--- src/rtl/lc3b_types.sv ---
// Shared LC-3b type definitions.
//   lc3b_word      : 16-bit data/address word
//   lc3b_mem_wmask : 2-bit byte-enable mask
//   arb_state_t    : mem_arbiter FSM states
//   arb_src_t      : requester identity remembered for round-robin
package lc3b_types;

    typedef logic [15:0] lc3b_word;
    typedef logic [1:0]  lc3b_mem_wmask;

    typedef enum logic [1:0] {
        IDLE,
        SERVE_I,
        SERVE_D
    } arb_state_t;

    typedef enum logic {
        SRC_INST,
        SRC_DATA
    } arb_src_t;

endpackage

--- src/rtl/mem_arbiter.sv ---
// mem_arbiter: shares one physical-memory port between the cpu's
// instruction and data interfaces. Round-robin, one transaction in flight.
//   clk, reset_n                  : clock (rising edge), async active-low reset
//   inst_* / data_* (in)          : requester strobes, byte enable, addr, wdata
//   inst_resp/rdata, data_resp/rdata (out) : completion pulse and read data
//   pmem_* (out)                  : memory strobes / be / addr / wdata, from latches
//   pmem_resp, pmem_rdata (in)    : memory completion and read data
module mem_arbiter
    import lc3b_types::*;
#(
    parameter bit DATA_FIRST = 1'b1
) (
    input  logic          clk,
    input  logic          reset_n,

    input  logic          inst_read,
    input  logic          inst_write,
    input  lc3b_mem_wmask inst_byte_enable,
    input  lc3b_word      inst_addr,
    input  lc3b_word      inst_wdata,
    output logic          inst_resp,
    output lc3b_word      inst_rdata,

    input  logic          data_read,
    input  logic          data_write,
    input  lc3b_mem_wmask data_byte_enable,
    input  lc3b_word      data_addr,
    input  lc3b_word      data_wdata,
    output logic          data_resp,
    output lc3b_word      data_rdata,

    output logic          pmem_read,
    output logic          pmem_write,
    output lc3b_mem_wmask pmem_byte_enable,
    output lc3b_word      pmem_addr,
    output lc3b_word      pmem_wdata,
    input  logic          pmem_resp,
    input  lc3b_word      pmem_rdata
);

    arb_state_t    state;
    arb_src_t      last_grant;
    logic          lat_read;
    logic          lat_write;
    lc3b_mem_wmask lat_be;
    lc3b_word      lat_addr;
    lc3b_word      lat_wdata;

    logic req_inst;
    logic req_data;
    logic grant_inst;
    logic grant_data;

    assign req_inst = inst_read | inst_write;
    assign req_data = data_read | data_write;

    // On contention the side that did not win last time gets the grant.
    assign grant_inst = req_inst & (~req_data | (last_grant == SRC_DATA));
    assign grant_data = req_data & ~grant_inst;

    always_ff @(posedge clk or negedge reset_n) begin
        if (!reset_n) begin
            state      <= IDLE;
            last_grant <= DATA_FIRST ? SRC_INST : SRC_DATA;
            lat_read   <= 1'b0;
            lat_write  <= 1'b0;
            lat_be     <= '0;
            lat_addr   <= '0;
            lat_wdata  <= '0;
        end else begin
            case (state)
                IDLE: begin
                    // read+write together is treated as a write
                    if (grant_inst) begin
                        state      <= SERVE_I;
                        last_grant <= SRC_INST;
                        lat_read   <= inst_read & ~inst_write;
                        lat_write  <= inst_write;
                        lat_be     <= inst_byte_enable;
                        lat_addr   <= inst_addr;
                        lat_wdata  <= inst_wdata;
                    end else if (grant_data) begin
                        state      <= SERVE_D;
                        last_grant <= SRC_DATA;
                        lat_read   <= data_read & ~data_write;
                        lat_write  <= data_write;
                        lat_be     <= data_byte_enable;
                        lat_addr   <= data_addr;
                        lat_wdata  <= data_wdata;
                    end
                end
                SERVE_I, SERVE_D: begin
                    if (pmem_resp) begin
                        state <= IDLE;
                    end
                end
                default: state <= IDLE;
            endcase
        end
    end

    always_comb begin
        pmem_read        = (state != IDLE) & lat_read;
        pmem_write       = (state != IDLE) & lat_write;
        pmem_byte_enable = lat_be;
        pmem_addr        = lat_addr;
        pmem_wdata       = lat_wdata;

        inst_resp  = (state == SERVE_I) & pmem_resp;
        data_resp  = (state == SERVE_D) & pmem_resp;
        inst_rdata = (state == SERVE_I) ? pmem_rdata : '0;
        data_rdata = (state == SERVE_D) ? pmem_rdata : '0;
    end

endmodule

--- config.mk ---
export PLATFORM = sky130hd
export DESIGN_NAME = mem_arbiter
export DESIGN_NICKNAME = d
export VERILOG_FILES = /design/src/rtl/lc3b_types.sv /design/src/rtl/mem_arbiter.sv
export SDC_FILE = /design/constraint.sdc
export NUM_CORES = 1
export LEC_CHECK = 0
export ABC_AREA = 1
export ABC_CLOCK_PERIOD_IN_PS = 2000
export CAP_MARGIN = 20
export CORE_MARGIN = 2
export CORE_UTILIZATION = 37
export DETAILED_ROUTE_END_ITERATION = 10
export PLACE_DENSITY_LB_ADDON = 0.15
export SLEW_MARGIN = 30
export SYNTH_ARGS = -nofsm -noshare
export SYNTH_HDL_FRONTEND = slang
export SYNTH_SLANG_ARGS = --single-unit
--- constraint.sdc ---
create_clock -name clk -period 2 [get_ports clk]
set_input_delay 0.3 -clock clk [delete_from_list [all_inputs] [get_ports clk]]
set_output_delay 0.3 -clock clk [all_outputs]
set_load 0.02 [all_outputs]
==> impl_results.md, run 1 <==
- Worst Hold Class: reg -> reg
- Drt wl/cell: roughly 12 um
- Crit. End Element: output pin
- Outcome: complete, no violations
- Max IR drop VDD: about 0.74 mV
- Layout Area Growth over Synthesis: 70.8%
- Register area: 976 um^2
- DRC: 0
- Die W: between 80 and 90 um
- Sum Neg Setup Slack: 0 ns
- Synthesis-stage register bit count: 39
- Clock Pin Slew Worst Setup and Hold Paths: 0.08 ns
- Post-Syn Area per Cell: 6.19 um^2
- Synth Area in XOR/XNOR: 0%
- Fin. max-slew vios: 0
- Synth Area in Compound Gates: just over 1%
- Count of input and output buffers: 160
- Hold_sp: pmem_addr[0]
- Reg2reg start: state[0]
- Netlist cell types: 17
- Initial drt markers: around 80
- YS warnings: 0
- Rel. slew slack: ~67%
- Startpoint Class: register
- Post-Layout Inst Area: approximately 0.0044 mm^2
- Area of the mapped netlist: ~0.0026 mm^2
- Synth top area cells: dfrtp_1, nand2_1, inv_1
- CTS H-tree lvls: 2
- Clk Latency, worst-skew pair: 0.29 ns
- Combinational family with the most area after synthesis: simple AND/OR/NAND/NOR gates
- Crit path required time: roughly 1.7 ns
- Fin nets: roughly 670
- Setup Skew: about 0.0028 ns
- Num CTS Buffers: 5
- Max Root-Sink Buffers: 2
- Worst slew pin tran: between 0.4 and 0.5 ns
- Reg2Reg Setup Slack: roughly 0.56 ns
- Dpl hpwl: roughly 5800 um
- Critical Path AT: between 1.5 and 2 ns
- Crit path from: state[1]
- Row Count: 30
- DRT antenna net count: 0
- Post-synthesis mux area share: 0%
- GP Congestion: 0.822
- Critical path class: reg -> out
- Max FO, Critical Path: 17
- CTS tree: done
- Min Tclk post-route: between 1.5 and 2 ns
- Simple-Gate Fraction of Synth Area: about two fifths
- Initial Util: between 30% and 40%
- Largest net degree at the start of global routing: 38
- CTS sink count: 39
- Via count: 2,866
- Via density: around 4.4
- First-pass GRT wire length: around 12,000 um
- Final setup viols: 0
- Fillers: around 640
- Synth Net Count: just over 500
- Top cell type's share of synthesized area: 38.2%
- F_max: around 540 MHz
- Detailed Route WL: around 7500 um
- IO Pins: 161
- Final hold vios: 0
- Overall Global Routing Usage: 20.2%
- Ant diodes: 0
- Power Total: ~5600 uW
- Global route overflow: 0
- Root Driver: clkbuf_8
- Max cap viols: 0
- Initial antenna violation count: 0
- Total iterations of the first detailed-routing run: 4
- Placed cell areas: 0.00428 mm^2
- Adder-cell share of the synthesized area: 1.47%
- Dominant cell type by area after synthesis: dfrtp_1
- RSZ-0062 raised after global routing: false
- Register area share after synthesis: about two fifths
- Mapped Cells: 413
- Area of the core: 0.00672 mm^2
- Die area: 0.00759 mm^2
- PwrDens: around 1300 mW/mm^2
- Fraction of layout instances using a drive strength above 1: 4.20%
- Area occupied by multi-input gates: about 0.0010 mm^2
- Vias in the first global route: about 2,700
- Leakage Power: approximately 0.0027 uW
- Final cycle utilization of the critical path: between 90% and 100%
- Die Height: 87.1 um
sequential cells by signal (all words and copies together) (netlist names):
| signal | flops |
|---|---|
| pmem_wdata | 16 |
| lat_read | 1 |
| pmem_addr | 16 |
| state | 2 |
| last_grant | 1 |
| lat_write | 1 |
| pmem_byte_enable | 2 |
Yosys cell counts:
cell type and n:
buf_4 4, buf_2 8, inv_1 112, nand2_1 153, ha_1 3, clkbuf_1 6, buf_6 1, dfrtp_1 39
nand2_2 1, buf_1 1, nand4_1 1, nand2_4 1, o21ai_0 2, nand3_1 71, o21ai_4 1, inv_2 2
nor2_1 7
placed cells by master, fill, tap and decap left out:
| master | netlist | layout |
|---|---|---|
| nor2_1 | 7 | 7 |
| dlygate4sd2_1 | 0 | 36 |
| dfrtp_1 | 39 | 39 |
| nand4_1 | 1 | 1 |
| clkbuf_8 | 0 | 6 |
| nand2_1 | 153 | 153 |
| buf_2 | 8 | 1 |
| inv_2 | 2 | 2 |
| clkinv_2 | 0 | 1 |
| inv_1 | 112 | 112 |
| nand3_1 | 71 | 71 |
| dlygate4sd3_1 | 0 | 1 |
| o21ai_0 | 2 | 2 |
| bufinv_16 | 0 | 1 |
| clkdlybuf4s50_1 | 0 | 123 |
| ha_1 | 3 | 3 |
| o21ai_4 | 1 | 1 |
| nand2_2 | 1 | 1 |
| buf_12 | 0 | 5 |
| buf_4 | 4 | 5 |
| nand2_4 | 1 | 1 |
layer usage:
layer / part of all wire [%] / GRT usage, %
met1: 44 / 25.2
met5: 0 / 0
met2: 49 / 36.1
met3: 6.7 / 4.55
met4: 0.76 / 3.78
layout make-up:
class,instances,share of cell area [%]
timing repair buffer,171,38.9
clock buffer,6,1.89
sequential,39,22.4
inverter,114,9.81
tap,80,2.29
clock inverter,2,0.803
multi-input combinational,240,23.9
what timing repair did:
item | in CTS | in global routing
gates resized for setup | 36 | 0
endpoints found under the hold margin | 19 | 0
hold buffers | 1 | 0
buffers inserted | 0 | 0
setup endpoints to repair | 36 | 0
path summary, 6_finish.rpt:
kind	endpoint	depth (start not counted)
setup reg to reg	pmem_addr[14]	7
setup / recovery	inst_rdata[9]	6
max in group asynchronous	pmem_addr[10]	3
hold reg to reg	pmem_addr[0]	2
min in group asynchronous	pmem_wdata[9]	2
hold / removal	pmem_addr[0]	2
power breakdown:
part           leakage [uW]  internal (uW)  switching, uW
Clock             0.0000612            404            275
Sequential         0.000468           1200            212
Combinational       0.00214           1540           2010
critical path, cell delays in order (launching register included):
cell	delay (ns)
dfrtp_1	0.40
inv_1	0.08
ha_1	0.20
buf_12	0.15
nand2_1	0.07
inv_1	0.05
dlygate4sd2_1	0.32
per-stage QoR:
stage	hold slack, ns	std cells	setup WS (ns)	util [%]
finish	0.480	652	0.145	65.0
global placement	0.292	643	0.201	63.7
detailed placement	0.295	643	0.174	63.7
global route	0.499	652	0.0227	65.0
CTS	0.485	652	0.118	65.0
floorplan	0.00441	413	0.395	-
kinds of logic (layout without fill, tap and decap cells):
family                   Yosys count  count (layout)
AND/OR/NAND/NOR                  234             234
buffers and inverters            134             293
flip-flops                        39              39
adder cells (fa/ha/maj)            3               3
AO/OA/AOI/OAI                      3               3
Power figures use the tool's default switching activity.
==> run 2: changes to the inputs <==
- ABC_CLOCK_PERIOD_IN_PS: 2000 -> 1500
- CORE_UTILIZATION: 37 -> 34
- RECOVER_POWER: not set -> 100
- clock period: 2 -> 1.5 ns (I/O delays scaled with it)
==> run 2 against run 1 <==
The flow now finishes with violations (negative setup slack). Flip-flop and latch count is the same. Highest routed layer unchanged. Critical path type unchanged. Critical path depth unchanged. Clock skew about the same. Total power grew 37%. Global-route usage is 1.8 points lower. Utilization is 1.7 points lower. Count of clock-buffer cells in the layout is the same. Setup slack lost 0.22 ns.
==> impl_results.md, run 2 (synthesis results as in run 1) <==
- Min Tclk post-route: 1.57 ns
- Overall Global Routing Usage: 18.4% (was 20.2%)
- Via count: 2,999 (was 2,866)
- Max cap viols: 0 (unchanged)
- F_max: between 600 and 700 MHz
- Crit. End Element: output pin (unchanged)
- Drt wl/cell: 11.6 um (was 11.5 um)
- Initial antenna violation count: 0 (unchanged)
- Final setup viols: 34 (was 0)
- Largest net degree at the start of global routing: 35 (was 38)
- Setup Skew: 0.00238 ns (was 0.00279 ns)
- Detailed Route WL: 8000 um (was 7510 um)
- IO Pins: 161 (unchanged)
- Via density: 4.36 (was 4.40)
- Num CTS Buffers: 5 (unchanged)
- Dpl hpwl: 5960 um (was 5750 um)
- Top Metal Used: met4 (unchanged)
- Initial Util: 35.2% (was 38.0%)
- Vias in the first global route: 2,834 (was 2,715)
- Crit path required time: 1.27 ns (was 1.70 ns)
- Worst slew pin tran: 0.477 ns (was 0.494 ns)
- Crit-path most repeated cell: buf_6 (was inv_1)
- Power Total: 7750 uW (was 5640 uW)
- WL met2: 4130 um (was 3670 um)
- Critical R2R Capture: pmem_addr[14] (unchanged)
- Max FO, Critical Path: 5 (was 17)
- Bufs and invs on worst path: 4 (unchanged)
- Setup slack after layout: -0.0743 ns (was 0.145 ns)
- Final cycle utilization of the critical path: 105%
- CTS H-tree lvls: 2 (unchanged)
- Initial drt markers: 53 (was 79)
- CP top delay family: flip-flops (was buffers and inverters)
- Leakage Power: 0.00264 uW (was 0.00267 uW)
- Critical Path Stages: 6 (unchanged)
- Die area: 0.00822 mm^2 (was 0.00759 mm^2)
- Final hold vios: 0 (unchanged)
- First-pass GRT wire length: 12,600 um (was 12,400 um)
- Die W: 90.7 um (was 87.1 um)
- DRT antenna net count: 0 (unchanged)
- Fin nets: 682 (was 665)
- CTS sink count: 39 (unchanged)
- RSZ-0062 raised after global routing: true (was false)
- Worst Hold Class: in -> async (was reg -> reg)
- Root Driver: clkbuf_8 (unchanged)
- Failing checks: negative setup slack
- Worst path cell trace: inv_2 -> ha_4 -> buf_6 -> nand2_1 -> inv_1 -> buf_6 (was inv_1 -> ha_1 -> buf_12 -> nand2_1 -> inv_1 -> dlygate4sd2_1)
- Rel. slew slack: 68.2% (was 67.1%)
- Critical Path AT: 1.35 ns (was 1.56 ns)
- PwrDens: 1690 mW/mm^2 (was 1290 mW/mm^2)
- Ant diodes: 0 (unchanged)
- Core Util, Final: 63.3% (was 65.0%)
- DRT met1 WL: 3210 um (was 3280 um)
- Fraction of layout instances using a drive strength above 1: 22.1% (was 4.20%)
- Reg2Reg Setup Slack: 0.01 ns (was 0.56 ns)
- Dpl ws: -0.256 ns (was 0.174 ns)
- Clock Pin Slew Worst Setup and Hold Paths: 0.08 ns (about the same)
- Global route overflow: 0 (unchanged)
- Layout Area Growth over Synthesis: 79.6% (was 70.8%)
- Critical Path Max Stage Delay: 0.44 ns (was 0.40 ns)
- Row Count: 31 (was 30)
- Fin. max-slew vios: 0 (unchanged)
- Total iterations of the first detailed-routing run: 4 (unchanged)
- Die Height: 90.7 um (was 87.1 um)
- Outcome: finished, violations left (was complete, no violations)
- Slowest cell on the critical path: dfrtp_1 (unchanged)
- Startpoint Class: register (unchanged)
- GP Congestion: 0.759 (was 0.822)
- Fin cells: 688 (was 652)
- Count of input and output buffers: 160 (unchanged)
- DRC: 0 (unchanged)
- Commonest non-fill, non-tap cell in the layout: nand2_1 (unchanged)
- Metal3 WL: 588 um (was 501 um)
- Max Root-Sink Buffers: 2 (unchanged)
- Commonest non-fill, non-tap cells in the layout: nand2_1, clkdlybuf4s50_1, inv_1 (unchanged)
- Area of the core: 0.00725 mm^2 (was 0.00672 mm^2)
- Worst Reg-to-Reg Cells: 8 (was 7)
- CTS tree: done (unchanged)
- Critical path class: reg -> out (unchanged)
- Max IR drop VDD: 0.704 mV (was 0.741 mV)
- Clk Latency, worst-skew pair: 0.28 ns (was 0.29 ns)
- Placed insts: 674 (was 643)
- Reg2reg start: state[0] (unchanged)
-- run 2: power by group --
part | leakage [uW] | internal (uW) | total (uW) | switching (uW)
Sequential | 0.000468 | 1600 | 1910 | 308
Combinational | 0.00213 | 2230 | 5150 | 2920
Clock | 0.0000412 | 325 | 694 | 369
-- run 2: area by class of cell --
type | instances | area [um^2]
Multi-Input combinational cell | 240 | 1130
Tap cell | 99 | 124
Clock buffer | 6 | 72.6
Inverter | 114 | 430
Timing Repair Buffer | 188 | 1850
Clock inverter | 2 | 12.5
Fill cell | 664 | 2660
Sequential cell | 39 | 976
-- run 2: worst max path at each step --
stage	startpoint	endpoint	slack [ns]
after global placement	state[1]	inst_rdata[4]	-0.19
after detailed placement	state[1]	inst_rdata[9]	-0.26
final	state[0]	data_rdata[10]	-0.07
after floorplan	state[0]	data_rdata[10]	0.06
after CTS	state[1]	inst_rdata[9]	-0.1
after global routing	state[1]	inst_rdata[5]	-0.15
-- run 2: worst register-to-register path, cell delays in order (launching register included) --
cell and delay (ns):
dfrtp_1 0.44, inv_2 0.11, ha_2 0.21, buf_4 0.14
nand2_4 0.08, buf_4 0.16, buf_12 0.13, nand2_1 0.06
nand2_1 0.06
-- run 2: through the flow --
step	TNS (ns)	cell area [um^2]	hold slack [ns]
4_1_cts	-2.06	4440	0.421
2_1_floorplan	0	2560	-0.0706
3_5_place_dp	-12.41	4430	0.205
3_3_place_gp	-9.24	4430	0.204
6_report	-1.67	4590	0.421
5_1_grt	-5.73	4590	0.464
-- run 2: layer usage --
layer / GRT usage (%) / vias to the layer above
met3: 5.26 / 6
met2: 34.1 / 109
met1: 20.7 / 1348
met5: 0 / -
li1: - / 1536
met4: 4.62 / 0
-- run 2: what timing repair did --
item,4_1_cts,5_1_grt
hold endpoints to repair,18,0
pin swaps,0,3
hold buffers,1,0
gates cloned,1,2
endpoints found under the setup margin,50,92
buffers inserted,1,1
resized for setup,197,117
==> run 3: changes to the inputs <==
- PLACE_DENSITY: not set -> 0.88
- PLACE_DENSITY_LB_ADDON: 0.15 -> not set
==> run 3 against run 2 <==
The flow still finishes with violations (negative setup slack). Total power increased by 0.75%. Global-route usage increased by 2.2 points. Flip-flop and latch count unchanged. Routed wire length increased by 12%. Count of clock-buffer cells in the layout increased by 1. Register-to-register slack got worse by 0.04 ns. Maximum frequency decreased by 1.1%. Setup slack got worse by 0.017 ns. Hold slack improved by 0.058 ns. Final area increased by 1.1%. Combinational power about the same. Critical path depth unchanged. Critical path type unchanged. Largest cell class unchanged.
==> impl_results.md, run 3 (synthesis results as in run 1) <==
- Crit path required time: 1.27 ns (about the same)
- Max FO, Critical Path: 5 (unchanged)
- DRC: 0 (unchanged)
- Fin nets: 681 (was 682)
- Commonest non-fill, non-tap cells in the layout: nand2_1, clkdlybuf4s50_1, inv_1 (unchanged)
- Sw frac: 48.0% (was 46.4%)
- Drt wl/cell: 13.0 um (was 11.6 um)
- Startpoint Class: register (unchanged)
- Count of input and output buffers: 160 (unchanged)
- Register area: 976 um^2 (unchanged)
- Fraction of layout instances using a drive strength above 1: 25.2% (was 22.1%)
- F_max: 629 MHz (was 635 MHz)
- Clk pwr share: 9.6% (was 9.0%)
- Dpl hpwl: 6380 um (was 5960 um)
- Outcome: finished, violations left (unchanged)
- First-pass GRT wire length: 14,000 um (was 12,600 um)
- CTS tree: done (unchanged)
- RSZ-0062 raised after global routing: true (unchanged)
- Die W: 90.7 um (unchanged)
- Rel. slew slack: 41.4% (was 68.2%)
- Seq pwr share: 24.4% (was 24.6%)
- Global route overflow: 0 (unchanged)
- GP Congestion: 0.797 (was 0.759)
- Failing checks: negative setup slack (unchanged)
- Int Power: 4060 uW (was 4150 uW)
- Largest net degree at the start of global routing: 40 (was 35)
- Slowest cell on the critical path: dfrtp_1 (unchanged)
- Critical path class: reg -> out (unchanged)
- Overall Global Routing Usage: 20.7% (was 18.4%)
- Crit. End Element: output pin (unchanged)
- Worst Hold Class: reg -> reg (was in -> async)
- Bufs and invs on worst path: 4 (unchanged)
- Clk Latency, worst-skew pair: 0.29 ns (was 0.28 ns)
- Via count: 3,103 (was 2,999)
- Detailed Route WL: 8930 um (was 8000 um)
- Fin. max-slew vios: 0 (unchanged)
- Die area: 0.00822 mm^2 (unchanged)
- Vias in the first global route: 3,008 (was 2,834)
- CTS H-tree lvls: 2 (unchanged)
- Area of the core: 0.00725 mm^2 (unchanged)
- Layout Area Growth over Synthesis: 81.6% (was 79.6%)
- Critical Path AT: 1.37 ns (was 1.35 ns)
- Setup Skew: 0.00909 ns (was 0.00238 ns)
- Switch Pwr: 3740 uW (was 3600 uW)
- Max cap viols: 0 (unchanged)
- Initial antenna violation count: 0 (unchanged)
- Max IR drop VDD: 0.784 mV (was 0.704 mV)
- Commonest non-fill, non-tap cell in the layout: nand2_1 (unchanged)
- Ant diodes: 0 (unchanged)
- Final cycle utilization of the critical path: 106% (was 105%)
- IO Pins: 161 (unchanged)
- Die Height: 90.7 um (unchanged)
- Initial drt markers: 108 (was 53)
- Critical Path Max Stage Delay: 0.41 ns (was 0.44 ns)
- DRT antenna net count: 0 (unchanged)
- Setup slack after layout: -0.0911 ns (was -0.0743 ns)
- CTS sink count: 39 (unchanged)
- Row Count: 31 (unchanged)
- Final hold vios: 0 (unchanged)
- Via density: 4.52 (was 4.36)
- PwrDens: 1680 mW/mm^2 (was 1690 mW/mm^2)
- Min Tclk post-route: 1.59 ns (was 1.57 ns)
- Worst path cell trace: inv_2 -> ha_4 -> buf_6 -> nand2_1 -> inv_1 -> buf_6 (unchanged)
- Crit-path most repeated cell: buf_6 (unchanged)
- Root Driver: clkbuf_8 (unchanged)
- Total iterations of the first detailed-routing run: 4 (unchanged)
- Leakage Power: 0.00270 uW (was 0.00264 uW)
- Fillers: 621 (was 664)
- Max Root-Sink Buffers: 2 (unchanged)
- CP top delay family: buffers and inverters (was flip-flops)
- Num CTS Buffers: 5 (unchanged)
- Comb power frac: 66.0% (was 66.4%)
- Initial Util: 35.2% (unchanged)
- Power Total: 7810 uW (was 7750 uW)
- Worst slew pin tran: 0.878 ns (was 0.477 ns)
- Area occupied by multi-input gates: 0.00124 mm^2 (was 0.00113 mm^2)
- Final setup viols: 35 (was 34)
- Clock Pin Slew Worst Setup and Hold Paths: 0.08 ns (about the same)
- Core Util, Final: 64.0% (was 63.3%)
-- run 3: layer usage --
layer | vias up | global-route usage, % | part of all wire [%]
met4 | 0 | 3.33 | 0.29
met5 | - | 0 | 0
met1 | 1430 | 24.0 | 42
met2 | 136 | 38.7 | 51
li1 | 1535 | - | -
met3 | 2 | 5.18 | 7.3
-- run 3: worst min-delay path, cell delays in order (launching register included) --
cell and delay, ns:
dfrtp_1 0.35, nand2_1 0.05, nand2_1 0.05
-- run 3: area by class of cell --
cell class	count	area share (%)
multi-input combinational	240	26.7
inverter	114	9.22
tap	99	2.67
clock buffer	7	1.86
timing repair buffer	187	38.3
clock inverter	1	0.189
sequential	39	21.0
-- run 3: worst paths after layout --
kind,from,end,slack (ns),depth (start not counted)
min in group asynchronous,reset_n,pmem_wdata[5],0.67,3
max in group asynchronous,reset_n,state[1],0.26,3
worst min register to register,pmem_wdata[14],pmem_wdata[14],0.48,2
worst min-delay path,pmem_wdata[14],pmem_wdata[14],0.48,2
worst max register to register,state[1],lat_read,-0.03,9
worst max-delay path,state[0],data_resp,-0.09,6
-- run 3: through the flow --
| step | worst slack, ns | TNS [ns] | std cells | hold slack (ns) | instance area, um^2 |
|---|---|---|---|---|---|
| after CTS | -0.0603 | -1.07 | 687 | 0.484 | 4620 |
| final | -0.0911 | -2.16 | 687 | 0.479 | 4640 |
| after detailed placement | -0.265 | -11.03 | 674 | 0.323 | 4380 |
| after global placement | -0.186 | -7.66 | 674 | 0.305 | 4380 |
| after global routing | -0.140 | -5.24 | 687 | 0.494 | 4640 |
| after floorplan | 0.0557 | 0 | 413 | -0.0706 | 2560 |
-- run 3: what timing repair did --
item,in CTS,in global routing
hold buffers,1,0
cloned,1,0
hold endpoints to repair,3,0
resized for setup,279,76
setup endpoints to repair,49,96
pin swaps,7,5
setup buffers,4,0
-- run 3: power groups by stage --
stage | combinational, uW | sequential, uW | clock [uW]
after floorplan | 2100 | 2470 | 0
after global placement | 4920 | 1910 | 0
after detailed placement | 5050 | 1910 | 0
after CTS | 5230 | 1910 | 777
after global routing | 5580 | 1980 | 816
final | 5150 | 1910 | 749
